### config.mk
export PLATFORM = sky130hd
export DESIGN_NAME = frame_writer
export DESIGN_NICKNAME = d
export VERILOG_FILES = /design/src/rtl/frame_writer.sv
export SDC_FILE = /design/constraint.sdc
export NUM_CORES = 1
export LEC_CHECK = 0
export CAP_MARGIN = 10
export CORE_ASPECT_RATIO = 1.1
export CORE_MARGIN = 10
export CORE_UTILIZATION = 57
export CTS_CLUSTER_SIZE = 12
export DETAILED_ROUTE_END_ITERATION = 8
export GPL_TIMING_DRIVEN = 0
export PLACE_DENSITY = 0.95
export SYNTH_ARGS = -nofsm -noshare
export SYNTH_HDL_FRONTEND = slang
export SYNTH_SLANG_ARGS = --single-unit
### constraint.sdc
create_clock -name clk_in -period 4.8 [get_ports clk_in]
set_input_delay 0.48 -clock clk_in [delete_from_list [all_inputs] [get_ports clk_in]]
set_output_delay 0.48 -clock clk_in [all_outputs]
set_load 0.01 [all_outputs]
### src/rtl/frame_writer.sv
// -----------------------------------------------------------------------------
// frame_writer
//
// Write-side address generator for the camera frame buffer. It takes 565 RGB
// pixels in landscape raster order (x fastest) and writes each one to the
// portrait-rotated address (IN_WIDTH-1-x)*IN_HEIGHT + y. The address is
// stepped incrementally, so no multiplier is needed. The block also checks
// frame length and reports short and overlong frames.
//
// Ports:
//   clk_in           system clock
//   rst_in           synchronous active-high reset
//   pixel_in         565 RGB pixel from the camera
//   pixel_valid_in   one-cycle strobe, pixel_in is valid
//   frame_done_in    one-cycle strobe, end of the camera frame
//   pixel_out        frame-buffer write data (dina)
//   pixel_valid_out  frame-buffer write enable (wea)
//   pixel_addr_out   frame-buffer write address (addra)
//   frame_ready_out  one-cycle pulse, a complete frame of the right size was written
//   overrun_out      one-cycle pulse, first excess pixel of a frame was dropped
//   short_out        one-cycle pulse, frame ended before it was full
//   frame_count_out  completed-frame counter (statistics build only)
//   error_count_out  saturating short+overrun counter (statistics build only)
//
// Optional feature macro: FRAME_WRITER_STATS_EN enables the two statistics
// counters. When the macro is undefined, both outputs are tied to zero.
// -----------------------------------------------------------------------------
module frame_writer #(
  parameter int unsigned IN_WIDTH  = 320,
  parameter int unsigned IN_HEIGHT = 240,
  parameter int unsigned ADDR_W    = 17
) (
  input  logic              clk_in,
  input  logic              rst_in,
  input  logic [15:0]       pixel_in,
  input  logic              pixel_valid_in,
  input  logic              frame_done_in,
  output logic [15:0]       pixel_out,
  output logic              pixel_valid_out,
  output logic [ADDR_W-1:0] pixel_addr_out,
  output logic              frame_ready_out,
  output logic              overrun_out,
  output logic              short_out,
  output logic [15:0]       frame_count_out,
  output logic [7:0]        error_count_out
);

  localparam int unsigned TOTAL = IN_WIDTH * IN_HEIGHT;
  localparam int unsigned CNT_W = $clog2(TOTAL + 1);
  localparam int unsigned XW    = (IN_WIDTH > 1) ? $clog2(IN_WIDTH) : 1;

  localparam logic [CNT_W-1:0]  TOTAL_C    = CNT_W'(TOTAL);
  localparam logic [CNT_W-1:0]  CNT_ONE    = CNT_W'(1);
  localparam logic [XW-1:0]     X_LAST     = XW'(IN_WIDTH - 1);
  localparam logic [XW-1:0]     X_ONE      = XW'(1);
  localparam logic [ADDR_W-1:0] LINE_BASE0 = ADDR_W'((IN_WIDTH - 1) * IN_HEIGHT);
  localparam logic [ADDR_W-1:0] HEIGHT_C   = ADDR_W'(IN_HEIGHT);
  localparam logic [ADDR_W-1:0] ADDR_ONE   = ADDR_W'(1);

  typedef enum logic [1:0] {
    ST_SYNC   = 2'd0,
    ST_ACTIVE = 2'd1,
    ST_FULL   = 2'd2,
    ST_DROP   = 2'd3
  } state_t;

  state_t            state_q;
  logic [XW-1:0]     x_q,    x_d;
  logic [CNT_W-1:0]  cnt_q,  cnt_d;
  logic [ADDR_W-1:0] base_q, base_d;
  logic [ADDR_W-1:0] addr_q, addr_d;
  logic              cnt_full_d;

  logic [15:0]       pixel_q;
  logic              valid_q;
  logic [ADDR_W-1:0] addr_out_q;
  logic              ready_q;
  logic              overrun_q;
  logic              short_q;

  // Raster position after accepting one more pixel at the current position.
  always_comb begin
    x_d        = x_q;
    base_d     = base_q;
    addr_d     = addr_q;
    cnt_d      = cnt_q + CNT_ONE;
    if (x_q == X_LAST) begin
      // End of a landscape line: next line starts one address above the old base.
      x_d    = '0;
      base_d = base_q + ADDR_ONE;
      addr_d = base_q + ADDR_ONE;
    end else begin
      x_d    = x_q + X_ONE;
      addr_d = addr_q - HEIGHT_C;
    end
    cnt_full_d = (cnt_d == TOTAL_C);
  end

  // Frame-state machine, position registers and registered write port / pulses.
  always_ff @(posedge clk_in) begin
    if (rst_in) begin
      state_q    <= ST_SYNC;
      x_q        <= '0;
      cnt_q      <= '0;
      base_q     <= '0;
      addr_q     <= '0;
      pixel_q    <= '0;
      valid_q    <= 1'b0;
      addr_out_q <= '0;
      ready_q    <= 1'b0;
      overrun_q  <= 1'b0;
      short_q    <= 1'b0;
    end else begin
      valid_q   <= 1'b0;
      ready_q   <= 1'b0;
      overrun_q <= 1'b0;
      short_q   <= 1'b0;
      case (state_q)
        ST_SYNC: begin
          // Wait for a frame boundary so that the first frame is aligned.
          if (frame_done_in) begin
            x_q     <= '0;
            cnt_q   <= '0;
            base_q  <= LINE_BASE0;
            addr_q  <= LINE_BASE0;
            state_q <= ST_ACTIVE;
          end
        end
        ST_ACTIVE: begin
          if (pixel_valid_in) begin
            valid_q    <= 1'b1;
            pixel_q    <= pixel_in;
            addr_out_q <= addr_q;
            x_q        <= x_d;
            cnt_q      <= cnt_d;
            base_q     <= base_d;
            addr_q     <= addr_d;
          end
          if (frame_done_in) begin
            // A coincident pixel counts toward the frame that is ending.
            if (pixel_valid_in && cnt_full_d) begin
              ready_q <= 1'b1;
            end else begin
              short_q <= 1'b1;
            end
            x_q     <= '0;
            cnt_q   <= '0;
            base_q  <= LINE_BASE0;
            addr_q  <= LINE_BASE0;
            state_q <= ST_ACTIVE;
          end else if (pixel_valid_in && cnt_full_d) begin
            state_q <= ST_FULL;
          end
        end
        ST_FULL: begin
          if (pixel_valid_in) begin
            overrun_q <= 1'b1;
          end
          if (frame_done_in) begin
            // An excess pixel in the same cycle makes the frame overlong.
            if (!pixel_valid_in) begin
              ready_q <= 1'b1;
            end
            x_q     <= '0;
            cnt_q   <= '0;
            base_q  <= LINE_BASE0;
            addr_q  <= LINE_BASE0;
            state_q <= ST_ACTIVE;
          end else if (pixel_valid_in) begin
            state_q <= ST_DROP;
          end
        end
        ST_DROP: begin
          if (frame_done_in) begin
            x_q     <= '0;
            cnt_q   <= '0;
            base_q  <= LINE_BASE0;
            addr_q  <= LINE_BASE0;
            state_q <= ST_ACTIVE;
          end
        end
        default: begin
          state_q <= ST_SYNC;
        end
      endcase
    end
  end

  assign pixel_out       = pixel_q;
  assign pixel_valid_out = valid_q;
  assign pixel_addr_out  = addr_out_q;
  assign frame_ready_out = ready_q;
  assign overrun_out     = overrun_q;
  assign short_out       = short_q;

`ifdef FRAME_WRITER_STATS_EN
  logic [15:0] frame_cnt_q;
  logic [7:0]  err_cnt_q;

  // Statistics counters, advanced from the registered status pulses.
  always_ff @(posedge clk_in) begin
    if (rst_in) begin
      frame_cnt_q <= 16'd0;
      err_cnt_q   <= 8'd0;
    end else begin
      if (ready_q) begin
        frame_cnt_q <= frame_cnt_q + 16'd1;
      end
      if ((short_q || overrun_q) && (err_cnt_q != 8'hFF)) begin
        err_cnt_q <= err_cnt_q + 8'd1;
      end
    end
  end

  assign frame_count_out = frame_cnt_q;
  assign error_count_out = err_cnt_q;
`else
  assign frame_count_out = 16'd0;
  assign error_count_out = 8'd0;
`endif

endmodule

==> metrics.yaml, run 1 <==
run_status:
  status: "complete, no violations"
worst_hold_path:
  hold_depth: 2
  min_to: "addr_q[1]$_SDFFE_PP0P_"
  worstHoldPathType: "reg2reg"
  hold_start: "addr_q[1]$_SDFFE_PP0P_"
synthesis:
  ys_seq_area_share_pct: 40.9
  synth-seq-cells: 99
  netlist_instances: 610
  synthArstFlopShare_pct: 0
  yosysTopAreaCell: "dfxtp_1"
  synth_edf_count: 0
  synth.most_common_cell: "nand2_1"
  syn_avg_cell_area_um2: 7.94
  synthTopCellsByArea: "dfxtp_1, nand2_1, a21oi_1"
  synth_top_cells_by_count: "nand2_1, dfxtp_1, a21oi_1, nor2_1"
  synth_cell_type_count: 59
  syn_area_um2: 4840
  yosysWarnings: 0
  synth_flop_cell: "dfxtp_1"
  synth_top_cell_area_share_pct: 40.9
floorplanning:
  rows: 35
  initial_utilization_pct: 58.2
  die_w_um: 108
  die_y_um: 117
  coreArea_um2: 8320
  io_pins: 81
  dieArea_um2: 12600
layout:
  final_cell_area_um2: 5780
  ff_latch_area_um2: 1980
  num_antenna_cells: 0
  multi_input_area_um2: 2600
  fill_cells: 663
  final_net_count: 725
  area_growth_syn_to_layout_pct: 19.4
  layout-drive-gt1-share_pct: 7.25
  instances_no_fill: 814
placed_design:
  port_buffers: 55
  dp_hpwl_um: 9420
  dpl-instance-area_um2: 5620
  globalplace.congestion: 0.934
  place_inst: 799
power:
  total_leakage_power_uw: 0.00204
  vdd_drop_max_mv: 0.153
  p_total_uw: 1570
  p_per_area_nw_per_um2: 271
sta:
  clock_skew_ns: 0.0128
  min_period_ns: 2.78
  slew_viol_final: 0
  fin_setup_tns_ns: 0
  setup_viol: 0
  max_freq_mhz: 360
  tightest_slew_ns: 0.964
  hold_viol: 0
  finalCritPeriodShare_pct: 57.9
  maxSlewHeadroom_pct: 35.2
  grt_setup_unrepaired: "false"
drt:
  vias_per_cell: 5.71
  drt_drc_violations_left: 0
  drt_iter0_drc: 440
  via_count: 4652
  wl_per_cell_um: 15.7
  first_pass_iters: 7
  drt_wl_total_um: 12700
  ant_nets: 0
critical_path:
  worstSetupEndpointType: "flop"
  reg2reg_from: "x_q[0]$_SDFFE_PP0P_"
  r2r_slack_ns: 2.13
  crit_start: "frame_done_in"
  r2r-end: "addr_q[9]$_SDFFE_PP0P_"
  path_max_fanout: 10
  required_ns: 5.02
  path_class: "in2reg"
  reg2reg_depth: 7
  worstSetupStartpointType: "input port"
  cp.arrival_ns: 3.00
clock_network:
  numCtsBuffers: 9
  ctsHoldBuffers: 0
  clockRootBuffer: "clkbuf_8"
  cts.htree.levels: 3
  path_clk_slew_ns: 0.09
  cts_setup_buffers: 0
  cts_resized: 0
  insertion_delay_ns: 0.36
  cts_max_path_buffers: 2
  clkSinkCount: 99
  cts_tree: "yes"
global_route:
  grt_pass1_wl_um: 21000
  grt_start_max_net_pins: 17
  grt_pass1_vias: 4467
  antenna_found_initial: 0
  gr-total-overflow: 0
  gr-usage-all-layers_pct: 20.0
run:
  max_cap_viol_count: 0
## flip-flops by register name, summed over array words and instances, names as in the netlist, 2 cells and up
name and count:
cnt_q 17, pixel_addr_out 17, addr_q 17, pixel_out 16
x_q 9, state_q 2, base_q 17
## where the power goes
part / leakage [µW] / internal (µW) / switching [µW]
clock network: 0.0000856 / 187 / 287
registers: 0.000804 / 846 / 23.3
logic: 0.00115 / 95.4 / 130
## final cells by class
class | instances | area share (%)
clock inverter | 6 | 0.692
timing repair buffer | 55 | 9.52
buffer | 59 | 5.47
inverter | 9 | 0.584
clock buffer | 9 | 2.14
multi-input combinational | 466 | 44.9
sequential | 99 | 34.3
tap | 111 | 2.40
## cell families (layout without fill, tap and decap cells)
kind of cell | count (synthesis) | count (layout) | share of synthesized area, %
adder cells (fa/ha/maj) | 6 | 6 | 1.55
XOR/XNOR | 44 | 44 | 7.95
flip-flops | 99 | 99 | 40.9
AO/OA/AOI/OAI | 123 | 123 | 15.5
multiplexers | 1 | 1 | 0.207
buffers and inverters | 68 | 138 | 7.23
AND/OR/NAND/NOR | 268 | 268 | 26.5
other | 1 | 24 | 0.0774
## worst max path at each step
stage | endpoint | slack [ns] | cells past startpoint
floorplan | short_out$_SDFF_PP0_ | 2.80 | 6
finish | base_q[3]$_SDFFE_PP0P_ | 2.02 | 7
CTS | base_q[3]$_SDFFE_PP0P_ | 2.10 | 7
detailed placement | base_q[3]$_SDFFE_PP0P_ | 1.72 | 7
global route | addr_q[9]$_SDFFE_PP0P_ | 1.94 | 7
global placement | cnt_q[16]$_SDFFE_PP0P_ | 1.75 | 7
## routing by layer
layer | share of wire [%] | wire, µm | track usage [%]
met1 | 41 | 5170 | 23.9
met2 | 47 | 6040 | 33.5
met3 | 9.1 | 1160 | 4.91
met4 | 2.9 | 364 | 8.73
met5 | 0 | 0 | 0
## layout by cell type, fill, tap and decap left out, drive strengths merged, types with 20 or more instances in the layout
cell type,count
buf,36
nor2,44
clkbuf,32
clkdlybuf4s50,55
a21oi,63
conb,24
dfxtp,99
xor2,26
nor3,20
nand2,112
nand3,26
## worst max-delay path, cell delays in order
cell and delay [ns]:
clkdlybuf4s50_1 0.49, clkbuf_1 0.37, clkinv_1 0.38, nand2_1 0.21, clkbuf_1 0.41, clkbuf_1 0.53, a21oi_1 0.11
## metrics by stage
stage,util (%),setup slack (ns),hold slack [ns]
final,69.5,2.02,0.466
after global routing,69.5,1.94,0.479
after CTS,69.5,2.10,0.461
after detailed placement,67.5,1.72,0.447
after global placement,67.5,1.75,0.440
after floorplan,-,2.80,0.432
No activity file was read; power rests on OpenSTA's default activity.
==> inputs of run 2 (changes only) <==
--- a/config.mk
+++ b/config.mk
@@ -8,11 +8,11 @@
 export CAP_MARGIN = 10
 export CORE_ASPECT_RATIO = 1.1
 export CORE_MARGIN = 10
-export CORE_UTILIZATION = 57
+export CORE_UTILIZATION = 53
 export CTS_CLUSTER_SIZE = 12
 export DETAILED_ROUTE_END_ITERATION = 8
 export GPL_TIMING_DRIVEN = 0
-export PLACE_DENSITY = 0.95
+export PLACE_DENSITY = 0.91
 export SYNTH_ARGS = -nofsm -noshare
 export SYNTH_HDL_FRONTEND = slang
 export SYNTH_SLANG_ARGS = --single-unit
==> constraint.sdc (replaced) <==
create_clock -name clk_in -period 2.72 [get_ports clk_in]
set_input_delay 0.272 -clock clk_in [delete_from_list [all_inputs] [get_ports clk_in]]
set_output_delay 0.272 -clock clk_in [all_outputs]
set_load 0.01 [all_outputs]
==> run 2 against run 1 <==
Sequential power increased by 76%. Setup slack got worse by 1.9 ns. Final area increased by 2.0%. Clock skew decreased by 0.0056 ns. Combinational power increased by 77%. Critical path depth increased by 1. Non-clock buffer count decreased by 1. Flip-flop and latch count unchanged. Hold slack got worse by 0.034 ns. Die area increased by 6.2%. Clock-buffer cell count increased by 3. Highest routed layer unchanged.
==> metrics.yaml, run 2 (synthesis results as in run 1) <==
run_status:
  status: "complete, no violations"
layout:
  num_antenna_cells: 0  # unchanged
  final_net_count: 724  # -0.14%
  multi_input_area_um2: 2600  # about the same
  fill_cells: 743  # +12%
  layout_commonest_cell: "nand2_1"
  ff_latch_area_um2: 1980  # unchanged
  layout-drive-gt1-share_pct: 7.68  # +0.43 points
  post-route-util_pct: 66.5  # -3.0 points
  final_cell_area_um2: 5900  # +2.0%
  instances_no_fill: 817  # +0.37%
  layout_common_cells: "nand2_1, dfxtp_1, a21oi_1"
  area_growth_syn_to_layout_pct: 21.8
global_route:
  gr-usage-all-layers_pct: 18.6  # -1.4 points
  grt_start_max_net_pins: 16  # -1
  grt_pass1_wl_um: 21200  # +1.1%
  antenna_found_initial: 0  # unchanged
  grt_pass1_vias: 4482  # +0.34%
  gr-total-overflow: 0  # unchanged
power:
  vdd_drop_max_mv: 0.269  # +77%
  p_total_uw: 3200  # +100%
  p_per_area_nw_per_um2: 542  # +100%
  total_leakage_power_uw: 0.00210  # +2.7%
drt:
  drt_iter0_drc: 441  # +0.23%
  wl_met3_um: 1180  # +1.7%
  drt_drc_violations_left: 0  # unchanged
  wirelength_met1_um: 5260  # +1.7%
  drt_wl_total_um: 13100  # +2.6%
  vias_per_cell: 5.78  # +1.2%
  ant_nets: 0  # unchanged
  first_pass_iters: 6  # -1
  dr_wl_met2_um: 6140  # +1.7%
  wl_per_cell_um: 16.0  # +2.2%
  via_count: 4725  # +1.6%
  maxUsedRoutingLayer: "met4"
placed_design:
  globalplace.congestion: 0.930  # -0.37%
  port_buffers: 55  # unchanged
  dpl-instance-area_um2: 5620  # about the same
  dp_hpwl_um: 9240  # -1.8%
  place_inst: 802  # +0.38%
critical_path:
  worstSetupEndpointType: "flop"
  cp.arrival_ns: 2.90  # -0.10 ns
  crit_path_max_incr_delay_ns: 0.49  # -0.04 ns
  cpMaxStageDelayCell: "buf_1"
  path_class: "reg2reg"
  worstSetupStartpointType: "flop"
  required_ns: 3.03  # -1.99 ns
  reg2reg_from: "state_q[1]$_SDFFE_PP0P_"
  crit_start: "state_q[1]$_SDFFE_PP0P_"
  crit_chain: "inv_1 -> ha_1 -> nand2_1 -> clkbuf_1 -> buf_1 -> clkbuf_1 -> nand2_1 -> a21oi_1"
  path_max_fanout: 10  # unchanged
floorplanning:
  rows: 36  # +2.9%
  die_y_um: 120  # +3.1%
  dieArea_um2: 13400  # +6.2%
  coreArea_um2: 8870  # +6.6%
  initial_utilization_pct: 54.6  # -3.6 points
  io_pins: 81  # unchanged
  die_w_um: 111  # +3.0%
sta:
  maxSlewHeadroom_pct: 33.7  # -1.5 points
  grt_setup_unrepaired: "false"
  slew_viol_final: 0  # unchanged
  hold_viol: 0  # unchanged
  min_period_ns: 2.59
  fin_setup_tns_ns: 0  # unchanged
  finalCritPeriodShare_pct: 95.4
  setup_viol: 0  # unchanged
  tightest_slew_ns: 0.986  # +0.0220 ns
  clock_skew_ns: 0.00715  # -0.00560 ns
  max_freq_mhz: 386
clock_network:
  numCtsBuffers: 9  # unchanged
  cts_setup_buffers: 0  # unchanged
  clkSinkCount: 99  # unchanged
  insertion_delay_ns: 0.39  # +0.03 ns
  clockRootBuffer: "clkbuf_8"
  cts.htree.levels: 3  # unchanged
  cts_max_path_buffers: 2  # unchanged
  cts_tree: "yes"
  path_clk_slew_ns: 0.09  # about the same
run:
  max_cap_viol_count: 0  # unchanged
worst_hold_path:
  hold_start: "pixel_in[9]"
  worstHoldPathType: "in2reg"
run 2: cell type report:
cell class                      count  area share [%]
Inverter                            9           0.573
Sequential cell                    99            33.6
Tap cell                          114            2.42
Timing Repair Buffer               55            9.33
Clock buffer                       12            2.63
Buffer                             58            5.34
Clock inverter                      4            2.04
Multi-Input combinational cell    466            44.1
run 2: where the power goes:
part	internal (µW)	leakage [µW]	switching, µW
Combinational	168	0.00116	231
Clock	754	0.000137	513
Sequential	1490	0.000804	40.5
run 2: routing by layer:
metal,track usage [%],vias up
met5,0,-
met4,9.24,0
met3,5.49,55
met2,31.3,252
met1,21.1,2166
li1,-,2252
run 2: path summary, 6_finish.rpt:
kind / end / slack [ns] / cells after the start
hold reg to reg: pixel_addr_out[3]$_SDFFE_PP0P_ / 0.46 / 2
hold / removal: pixel_out[9]$_SDFFE_PP0P_ / 0.43 / 3
setup / recovery: pixel_out[14]$_SDFFE_PP0P_ / 0.13 / 8
setup reg to reg: pixel_out[14]$_SDFFE_PP0P_ / 0.13 / 8
run 2: timing repair:
action                                  in CTS  in global routing
hold buffers                                 0                  0
endpoints found under the setup margin       0                 22
gates resized for setup                      0                  4
run 2: critical path: cells and delay by family (launching register included):
kind	cells	cell delay [ns]
adders and majority gates	1	0.26
AOI/OAI and AO/OA	1	0.20
and+or+nand+nor	2	0.29
DFF	1	0.34
buffers and inverters	4	1.42
run 2: metrics by stage:
stage / setup slack, ns / hold slack [ns]
2_1_floorplan: 0.716 / 0.408
3_3_place_gp: -0.113 / 0.441
3_5_place_dp: -0.169 / 0.443
4_1_cts: 0.191 / 0.427
5_1_grt: 0.0819 / 0.437
6_report: 0.126 / 0.431
==> inputs of run 3 (changes only) <==
==> constraint.sdc (replaced) <==
create_clock -name clk_in -period 2.7 [get_ports clk_in]
set_input_delay 0.27 -clock clk_in [delete_from_list [all_inputs] [get_ports clk_in]]
set_output_delay 0.27 -clock clk_in [all_outputs]
set_load 0.01 [all_outputs]
==> results of run 3 <==
Same layout as run 2 (identical final DEF). Status: complete, no violations.
Main changes from that run: setup slack after placement -0.169 ns -> -0.187 ns; setup slack after layout 0.126 ns -> 0.106 ns; hold slack 0.431 ns -> 0.429 ns; register-to-register setup slack 0.13 ns -> 0.11 ns; total power 3200 µW -> 3220 µW; worst IR drop on VDD 0.269 mV -> 0.271 mV
